**src/rtl/drum_pkg.sv**
```systemverilog
// Shared types and the General MIDI drum-note map for the kick/tom voice controller.
package drum_pkg;

   typedef enum logic [1:0] {
      KICK    = 2'b00,
      TOM_LO  = 2'b01,
      TOM_MID = 2'b10,
      TOM_HI  = 2'b11
   } drum_mode_t;

   typedef enum logic [1:0] {
      S_IDLE,
      S_LAUNCH,
      S_WAIT
   } drum_state_t;

   localparam logic [6:0] NOTE_KICK_AC  = 7'd35;
   localparam logic [6:0] NOTE_KICK_1   = 7'd36;
   localparam logic [6:0] NOTE_TOM_LO_F = 7'd41;
   localparam logic [6:0] NOTE_TOM_LO   = 7'd43;
   localparam logic [6:0] NOTE_TOM_MD_L = 7'd45;
   localparam logic [6:0] NOTE_TOM_MD_H = 7'd47;
   localparam logic [6:0] NOTE_TOM_HI_L = 7'd48;
   localparam logic [6:0] NOTE_TOM_HI_H = 7'd50;

   // Returns {hit, mode}; hit is 0 for any note this voice does not play.
   function automatic logic [2:0] note_to_mode(input logic [6:0] note);
      logic [2:0] result;
      result = {1'b0, KICK};
      case (note)
         NOTE_KICK_AC,  NOTE_KICK_1:   result = {1'b1, KICK};
         NOTE_TOM_LO_F, NOTE_TOM_LO:   result = {1'b1, TOM_LO};
         NOTE_TOM_MD_L, NOTE_TOM_MD_H: result = {1'b1, TOM_MID};
         NOTE_TOM_HI_L, NOTE_TOM_HI_H: result = {1'b1, TOM_HI};
         default:                      result = {1'b0, KICK};
      endcase
      return result;
   endfunction

endpackage

```
**src/rtl/drum_note_latch.sv**
```systemverilog
// Filters note-on events, maps them to a drum mode and holds the most recent one
// until the controller takes it at frame launch.
module drum_note_latch
   import drum_pkg::*;
(
   input  logic       clk,
   input  logic       rst_n,
   input  logic       i_note_valid,
   input  logic [6:0] i_note_num,
   input  logic [6:0] i_note_vel,
   input  logic       i_take,
   output logic       o_pend_valid,
   output drum_mode_t o_pend_mode
);

   logic [2:0] w_map;
   logic       w_accept;
   logic       r_pend_valid;
   drum_mode_t r_pend_mode;

   always_comb begin
      w_map    = note_to_mode(i_note_num);
      w_accept = i_note_valid && (i_note_vel != 7'd0) && w_map[2];
   end

   // A note arriving on the take cycle wins, so it survives for the next frame.
   always_ff @(posedge clk or negedge rst_n) begin
      if (!rst_n) begin
         r_pend_valid <= 1'b0;
         r_pend_mode  <= KICK;
      end else if (w_accept) begin
         r_pend_valid <= 1'b1;
         r_pend_mode  <= drum_mode_t'(w_map[1:0]);
      end else if (i_take) begin
         r_pend_valid <= 1'b0;
      end
   end

   assign o_pend_valid = r_pend_valid;
   assign o_pend_mode  = r_pend_mode;

endmodule

```
**src/rtl/drum_voice_ctrl.sv**
```systemverilog
// Frame sequencer for the kick/tom voice: launches one frame per sample tick,
// registers the finished sample and counts ticks dropped while a frame is running.
module drum_voice_ctrl
   import drum_pkg::*;
#(
   parameter int CNT_W = 8
) (
   input  logic             clk,
   input  logic             rst_n,
   input  logic             sample_tick,
   input  logic             note_valid,
   input  logic [6:0]       note_num,
   input  logic [6:0]       note_vel,
   output logic             drum_start,
   output logic             drum_trigger,
   output logic [1:0]       drum_mode,
   input  logic             drum_finish,
   input  logic [23:0]      drum_wave,
   output logic [23:0]      sample_out,
   output logic             sample_valid,
   output logic             busy,
   output logic             overrun,
   output logic [CNT_W-1:0] overrun_cnt,
   input  logic             overrun_clr
);

   localparam logic [CNT_W-1:0] CNT_ONE = {{(CNT_W-1){1'b0}}, 1'b1};
   localparam logic [CNT_W-1:0] CNT_MAX = {CNT_W{1'b1}};

   drum_state_t      r_state;
   drum_state_t      w_next;
   drum_mode_t       r_mode;
   drum_mode_t       w_pend_mode;
   logic             w_pend_valid;
   logic             w_launch;
   logic             w_capture;
   logic             w_drop;
   logic [23:0]      r_sample;
   logic             r_sample_valid;
   logic             r_overrun;
   logic [CNT_W-1:0] r_cnt;

   drum_note_latch u_note_latch (
      .clk          (clk),
      .rst_n        (rst_n),
      .i_note_valid (note_valid),
      .i_note_num   (note_num),
      .i_note_vel   (note_vel),
      .i_take       (w_launch),
      .o_pend_valid (w_pend_valid),
      .o_pend_mode  (w_pend_mode)
   );

   always_ff @(posedge clk or negedge rst_n) begin
      if (!rst_n) r_state <= S_IDLE;
      else        r_state <= w_next;
   end

   always_comb begin
      w_next    = r_state;
      w_launch  = 1'b0;
      w_capture = 1'b0;
      case (r_state)
         S_IDLE: begin
            if (sample_tick) w_next = S_LAUNCH;
         end
         S_LAUNCH: begin
            w_launch = 1'b1;
            w_next   = S_WAIT;
         end
         S_WAIT: begin
            if (drum_finish) begin
               w_capture = 1'b1;
               w_next    = S_IDLE;
            end
         end
         default: w_next = S_IDLE;
      endcase
   end

   assign w_drop = sample_tick && (r_state != S_IDLE);

   // The mode only moves on a triggered launch so tom pitch is stable through the decay.
   always_ff @(posedge clk or negedge rst_n) begin
      if (!rst_n)                        r_mode <= KICK;
      else if (w_launch && w_pend_valid) r_mode <= w_pend_mode;
   end

   always_ff @(posedge clk or negedge rst_n) begin
      if (!rst_n) begin
         r_sample       <= 24'd0;
         r_sample_valid <= 1'b0;
      end else begin
         r_sample_valid <= w_capture;
         if (w_capture) r_sample <= drum_wave;
      end
   end

   // A dropped tick outranks a clear so the event that caused it is never lost.
   always_ff @(posedge clk or negedge rst_n) begin
      if (!rst_n) begin
         r_overrun <= 1'b0;
         r_cnt     <= '0;
      end else if (w_drop) begin
         r_overrun <= 1'b1;
         if (overrun_clr)          r_cnt <= CNT_ONE;
         else if (r_cnt != CNT_MAX) r_cnt <= r_cnt + CNT_ONE;
      end else if (overrun_clr) begin
         r_overrun <= 1'b0;
         r_cnt     <= '0;
      end
   end

   assign drum_start   = w_launch;
   assign drum_trigger = w_launch && w_pend_valid;
   assign drum_mode    = (w_launch && w_pend_valid) ? w_pend_mode : r_mode;
   assign busy         = (r_state != S_IDLE);
   assign sample_out   = r_sample;
   assign sample_valid = r_sample_valid;
   assign overrun      = r_overrun;
   assign overrun_cnt  = r_cnt;

endmodule
```
**config.mk**
```make
export PLATFORM = sky130hd
export DESIGN_NAME = drum_voice_ctrl
export DESIGN_NICKNAME = d
export VERILOG_FILES = /design/src/rtl/drum_pkg.sv /design/src/rtl/drum_note_latch.sv /design/src/rtl/drum_voice_ctrl.sv
export SDC_FILE = /design/constraint.sdc
export NUM_CORES = 1
export LEC_CHECK = 0
export CAP_MARGIN = 20
export CORE_MARGIN = 2
export CORE_UTILIZATION = 37
export DETAILED_ROUTE_END_ITERATION = 10
export PLACE_DENSITY_LB_ADDON = 0.15
export SYNTH_ARGS = -nofsm -noshare
export SYNTH_HDL_FRONTEND = slang
export SYNTH_SLANG_ARGS = --single-unit
```
**constraint.sdc**
```tcl
create_clock -name clk -period 1.55 [get_ports clk]
set_input_delay 0.2325 -clock clk [delete_from_list [all_inputs] [get_ports clk]]
set_output_delay 0.2325 -clock clk [all_outputs]
set_load 0.02 [all_outputs]
```
==> run_results.csv, run 1 <==
group,metric,value,unit
global_routing,grt_pass1_wl,7.08,mm
power_and_ir_drop,p_per_area,1600,mW/mm2
timing,finalSetupViolations,2,
clock_tree,cts_made_buffers,5,
yosys,synth_cells,185,
routing,drtIter0Drc,53,
status,status,"finished with violations",
die,fp.dieH,72.9,um
clock_tree,clk_pin_slew,0.08,ns
yosys,syn_area_per_cell,9.49,um2
timing,relSlewSlack,67.7,%
timing,fmax,609,MHz
yosys,synth_top_area_cell,"dfrtp_1",
layout,fillers,403,
yosys,synth-edff-count,0,
clock_tree,cts_buffer_depth,2,
timing,min_period,1.64,ns
critical_path,crit_fanout,3,
yosys,synth_area,0.00176,mm2
die,dieArea,0.00531,mm2
routing,drt-pass1-iter-count,4,
placed_design,dp_hpwl,3.13,mm
status,violations,"negative setup slack",
yosys,synthArstFlopShare,100,%
critical_path,cp_data_required_time,1.32,ns
layout,diodes,0,
clock_tree,cts_sinks,41,
placed_design,place_ws,-0.302,ns
global_routing,antenna_found_initial,0,
routing,totalWireLength,4.16,mm
power_and_ir_drop,power_leakage,1.52,nW
yosys,syn_nets,230,
die,io_pins,83,
global_routing,track_usage,17.1,%
timing,tightest_slew,0.485,ns
yosys,yosysWarnings,0,
critical_path,end_kind,"output pin",
critical_path,start_kind,"flip-flop",
timing,tns,-0.181,ns
critical_path,arrival,1.41,ns
die,die_w,72.9,um
yosys,ys_ff_latch,41,
timing,rsz0062_at_grt,"yes",
routing,viasPerCell,4.72,
global_routing,grt_max_degree,26,
worst_hold_path,hp-class,"input pin to asynchronous set/reset pin",
power_and_ir_drop,peakVddDrop,0.897,mV
routing,drc,0,
timing,hold_viol_final,0,
layout,drive_gt1_share,16.8,%
timing,period_share,106,%
yosys,synth_area_leaders,"dfrtp_1, nand2_1, xor2_1",
die,num_rows,25,
yosys,ys_top_cells_by_count,"nand2_1, dfrtp_1, nor2_1",
global_routing,grt_pass1_vias,1571,
yosys,yosysMostFrequentCell,"nand2_1",
die,core_area,0.00466,mm2
yosys,netlist.area_leader.share,58.4,%
timing,skew,0.00987,ns
critical_path,worstSetupPathType,"flip-flop to output pin",
placed_design,globalplace.congestion,0.752,
yosys,ys.flop_type,"dfrtp_1",
timing,finalMaxSlewViolations,0,
routing,vias,1627,
clock_tree,cts-root-buf,"clkbuf_8",
layout,areaGrowthSynthToFinish,69.9,%
routing,wl_per_cell,12.0,um
yosys,ys_types,35,
timing,hold_ws,0.432,ns
layout,fin_nets,336,
clock_tree,worstSkewPairLatency,0.29,ns
die,start_util,37.7,%
routing,detail-route-antenna-nets,0,
yosys,ys_seq_area_share,58.4,%
clock_tree,cts_tree,"yes",
global_routing,grt_overflow,0,
placed_design,numPortBuffers,82,
timing,fin_ws,-0.0911,ns
job,maxCapViolations,0,
clock_tree,htreeDepth,2,
## through the flow
stage / power (mW) / util, % / instance area, um2 / instances
global placement: 3.87 / 59.8 / 2790 / 335
detailed placement: 3.89 / 59.8 / 2790 / 335
CTS: 4.69 / 62.0 / 2890 / 343
global route: 5.08 / 64.0 / 2980 / 345
floorplan: 2.70 / - / 1760 / 185
finish: 4.76 / 64.0 / 2980 / 345
## placed cells by master (no fill, tap or decap), drive strengths merged, types with 3 or more instances in the layout
| cell type | count |
|---|---|
| o21ai | 4 |
| dfrtp | 41 |
| nand2 | 74 |
| nor2 | 6 |
| dlymetal6s2s | 5 |
| dlygate4sd2 | 6 |
| xor2 | 4 |
| clkdlybuf4s50 | 65 |
| buf | 25 |
| nand3 | 4 |
| o211ai | 3 |
| clkbuf | 6 |
| nor3 | 3 |
| nand2b | 3 |
| inv | 5 |
| o21a | 3 |
## final timing paths
kind,from,endpoint,slack [ns],cells past startpoint
worst max-delay path,r_state[1]$_DFFE_PN0P_,drum_mode[0],-0.09,5
worst min-delay path,rst_n,overrun_cnt[2]$_DFFE_PN0P_,0.43,2
worst max register to register,overrun_cnt[0]$_DFFE_PN0P_,overrun_cnt[5]$_DFFE_PN0P_,0.11,5
worst min register to register,sample_out[7]$_DFFE_PN0P_,sample_out[7]$_DFFE_PN0P_,0.47,2
max in group asynchronous,rst_n,sample_out[22]$_DFFE_PN0P_,0.64,3
min in group clk,drum_wave[17],sample_out[17]$_DFFE_PN0P_,0.46,3
## report_power, final
| part | total (mW) | internal (mW) | switching (mW) |
|---|---|---|---|
| clock | 0.820 | 0.468 | 0.352 |
| combinational | 2.26 | 1.15 | 1.11 |
| sequential | 1.67 | 1.47 | 0.207 |
## metal layers
layer | track usage, % | wire [um] | vias to the layer above
met5 | 0 | 0 | -
met1 | 21.8 | 1830 | 759
met2 | 27.7 | 2000 | 45
met4 | 4.94 | 52 | 0
li1 | - | - | 818
met3 | 5.66 | 272 | 5
## critical path, stage by stage (launching register included)
cell and delay, ns:
dfrtp_1 0.39, nand2b_4 0.16, inv_4 0.06, nand2_4 0.06, mux2_4 0.31, buf_6 0.13
## repair_timing
action	CTS	global route
setup buffers	0	2
hold endpoints to repair	20	0
hold buffers	1	0
pin swaps	0	5
gates resized for setup	25	24
setup endpoints to repair	12	12
## sequential cells by signal, summed over array words and instances, names as in the netlist
name / cells
overrun: 1
overrun_cnt: 8
r_mode: 2
r_state: 2
sample_out: 24
sample_valid: 1
u_note_latch.o_pend_mode: 2
u_note_latch.o_pend_valid: 1
## area by class of cell
type                    count  area [um2]  share of cell area (%)
flip-flops and latches     41        1030                    34.5
repair buffers            104        1010                    34.0
multi-input cells         134         748                    25.1
clock buffers               5        68.8                    2.31
well taps                  54        67.6                    2.27
clock inverters             2        35.0                    1.17
inverters                   5        21.3                   0.713
## cell families after synthesis
| group | after synthesis | synth area share (%) |
|---|---|---|
| mux | 3 | 1.85 |
| compound gates | 17 | 6.91 |
| xor+xnor | 4 | 2.00 |
| simple gates | 109 | 27.9 |
| fa+ha+maj | 1 | 0.713 |
| buf+inv | 10 | 2.14 |
| flops | 41 | 58.4 |
Note: power is estimated with default switching activity, not from simulation.
==> run 2: changes to the inputs <==
- CORE_UTILIZATION: 37 -> 40
- clock period: 1.55 -> 1.6 ns (I/O delays scaled with it)
==> run_results.csv, run 2 (synthesis gave the netlist of run 1 again) <==
group,metric,value,unit
timing,finalMaxSlewViolations,0,
critical_path,cp_data_required_time,1.36,ns
global_routing,grt_pass1_vias,1691,
placed_design,place_ws,-0.256,ns
layout,fin_util,70.0,%
global_routing,antenna_found_initial,0,
layout,design_area,0.00301,mm2
timing,tightest_slew,0.454,ns
routing,drt-pass1-iter-count,4,
critical_path,crit_fanout,3,
power_and_ir_drop,p_per_area,1560,mW/mm2
timing,tns,-0.166,ns
worst_hold_path,hp-class,"input pin to asynchronous set/reset pin",
power_and_ir_drop,p_total,4.68,mW
timing,fin_ws,-0.136,ns
clock_tree,htreeDepth,2,
timing,period_share,109,%
clock_tree,cts_tree,"yes",
timing,rsz0062_at_grt,"yes",
timing,finalSetupViolations,2,
die,num_rows,24,
critical_path,end_kind,"output pin",
timing,fmax,576,MHz
global_routing,grt_pass1_wl,7.47,mm
die,fp.dieH,70.2,um
critical_path,cpPeakStageDelay,0.38,ns
timing,relSlewSlack,69.7,%
critical_path,arrival,1.50,ns
layout,fillers,360,
layout,drive_gt1_share,17.6,%
placed_design,numPortBuffers,82,
critical_path,worstSetupPathType,"flip-flop to output pin",
critical_path,start_kind,"flip-flop",
layout,final_common_cell,"nand2_1",
global_routing,grt_max_degree,26,
placed_design,dp_hpwl,3.20,mm
clock_tree,cts_sinks,41,
timing,min_period,1.74,ns
global_routing,grt_overflow,0,
global_routing,track_usage,18.9,%
placed_design,place_area,0.00277,mm2
layout,final_cell_mix,"nand2_1, clkdlybuf4s50_1, dfrtp_1, buf_4",
timing,skew,0.00573,ns
die,dieArea,0.00493,mm2
routing,detail-route-antenna-nets,0,
layout,fin_nets,339,
die,core_area,0.00429,mm2
power_and_ir_drop,power_leakage,1.54,nW
clock_tree,worstSkewPairLatency,0.29,ns
critical_path,cpMostUsedCell,"buf_6",
critical_path,crit_chain,"nand2b_4 -> inv_4 -> nand2_4 -> buf_6 -> mux2_4 -> buf_6",
job,maxCapViolations,0,
clock_tree,cts-root-buf,"clkbuf_8",
clock_tree,cts_made_buffers,5,
clock_tree,cts_buffer_depth,2,
timing,hold_viol_final,0,
critical_path,slowest_stage,"dfrtp_1",
routing,wl_per_cell,12.9,um
layout,largest_reg_flops,24,
routing,vias,1620,
die,die_w,70.2,um
layout,areaGrowthSynthToFinish,71.2,%
die,io_pins,83,
routing,drtIter0Drc,93,
status,violations,"negative setup slack",
status,status,"finished with violations",
layout,diodes,0,
die,start_util,40.9,%
power_and_ir_drop,peakVddDrop,1.04,mV
routing,viasPerCell,4.67,
placed_design,globalplace.congestion,0.724,
routing,totalWireLength,4.47,mm
routing,drc,0,
clock_tree,clk_pin_slew,0.08,ns
## run 2: cell types whose count changed in the layout (fill, tap and decap cells not counted), sizes merged
cell,change
clkdlybuf4s15,-1
dlygate4sd2,-3
clkbuf,+1
buf,+5
clkdlybuf4s50,+3
clkinv,-1
## run 2: worst max-delay path: cells and delay by family (launching register included)
| family | cells | cell delay (ns) |
|---|---|---|
| simple gates | 2 | 0.22 |
| mux | 1 | 0.30 |
| flops | 1 | 0.38 |
| buf+inv | 3 | 0.31 |
## run 2: what timing repair did
item | CTS | global route
cloned | 0 | 0
buffers inserted | 3 | 3
pin swaps | 0 | 3
hold endpoints to repair | 18 | 0
setup endpoints to repair | 8 | 12
resized for setup | 27 | 24
hold buffers | 1 | 0
## run 2: metrics by stage
step,instances,hold slack [ns]
final,347,0.423
after global routing,347,0.465
after CTS,344,0.436
after detailed placement,332,0.216
after global placement,332,0.213
after floorplan,185,-0.0556
## run 2: layout make-up
cell class / instances / area [um2] / area share (%)
clock buffers: 7 / 86.3 / 2.87
clock inverters: 1 / 30.0 / 0.999
inverters: 5 / 21.3 / 0.708
multi-input cells: 134 / 752 / 25.0
flip-flops and latches: 41 / 1030 / 34.1
well taps: 52 / 65.1 / 2.16
repair buffers: 107 / 1020 / 34.1
## run 2: final timing paths
path | startpoint | endpoint | slack [ns] | cells past startpoint
max in group asynchronous | rst_n | sample_out[1]$_DFFE_PN0P_ | 0.70 | 3
worst min register to register | sample_out[11]$_DFFE_PN0P_ | sample_out[11]$_DFFE_PN0P_ | 0.48 | 2
worst min-delay path | rst_n | overrun_cnt[0]$_DFFE_PN0P_ | 0.42 | 2
worst max register to register | overrun_cnt[1]$_DFFE_PN0P_ | overrun_cnt[5]$_DFFE_PN0P_ | 0.11 | 5
min in group clk | drum_wave[23] | sample_out[23]$_DFFE_PN0P_ | 0.47 | 3
worst max-delay path | r_state[1]$_DFFE_PN0P_ | drum_mode[0] | -0.14 | 6
## run 2: where the power goes
part	switching [mW]	internal, mW	total, mW	leakage, nW
clock network	0.354	0.509	0.863	0.0585
logic	1.09	1.11	2.20	0.953
registers	0.208	1.42	1.63	0.524
## run 2: per-layer routing
layer	global-route usage, %	vias up	share of wire (%)
li1	-	822	-
met1	22.6	748	43
met2	32.3	45	50
met3	6.20	5	6.8
met4	5.77	0	0.90
met5	0	-	0
==> run 3: changes to the inputs <==
- ABC_CLOCK_PERIOD_IN_PS: unset -> 1600
==> results of run 3 <==
Same layout as run 2: the final DEF is identical, and so are final timing and power.
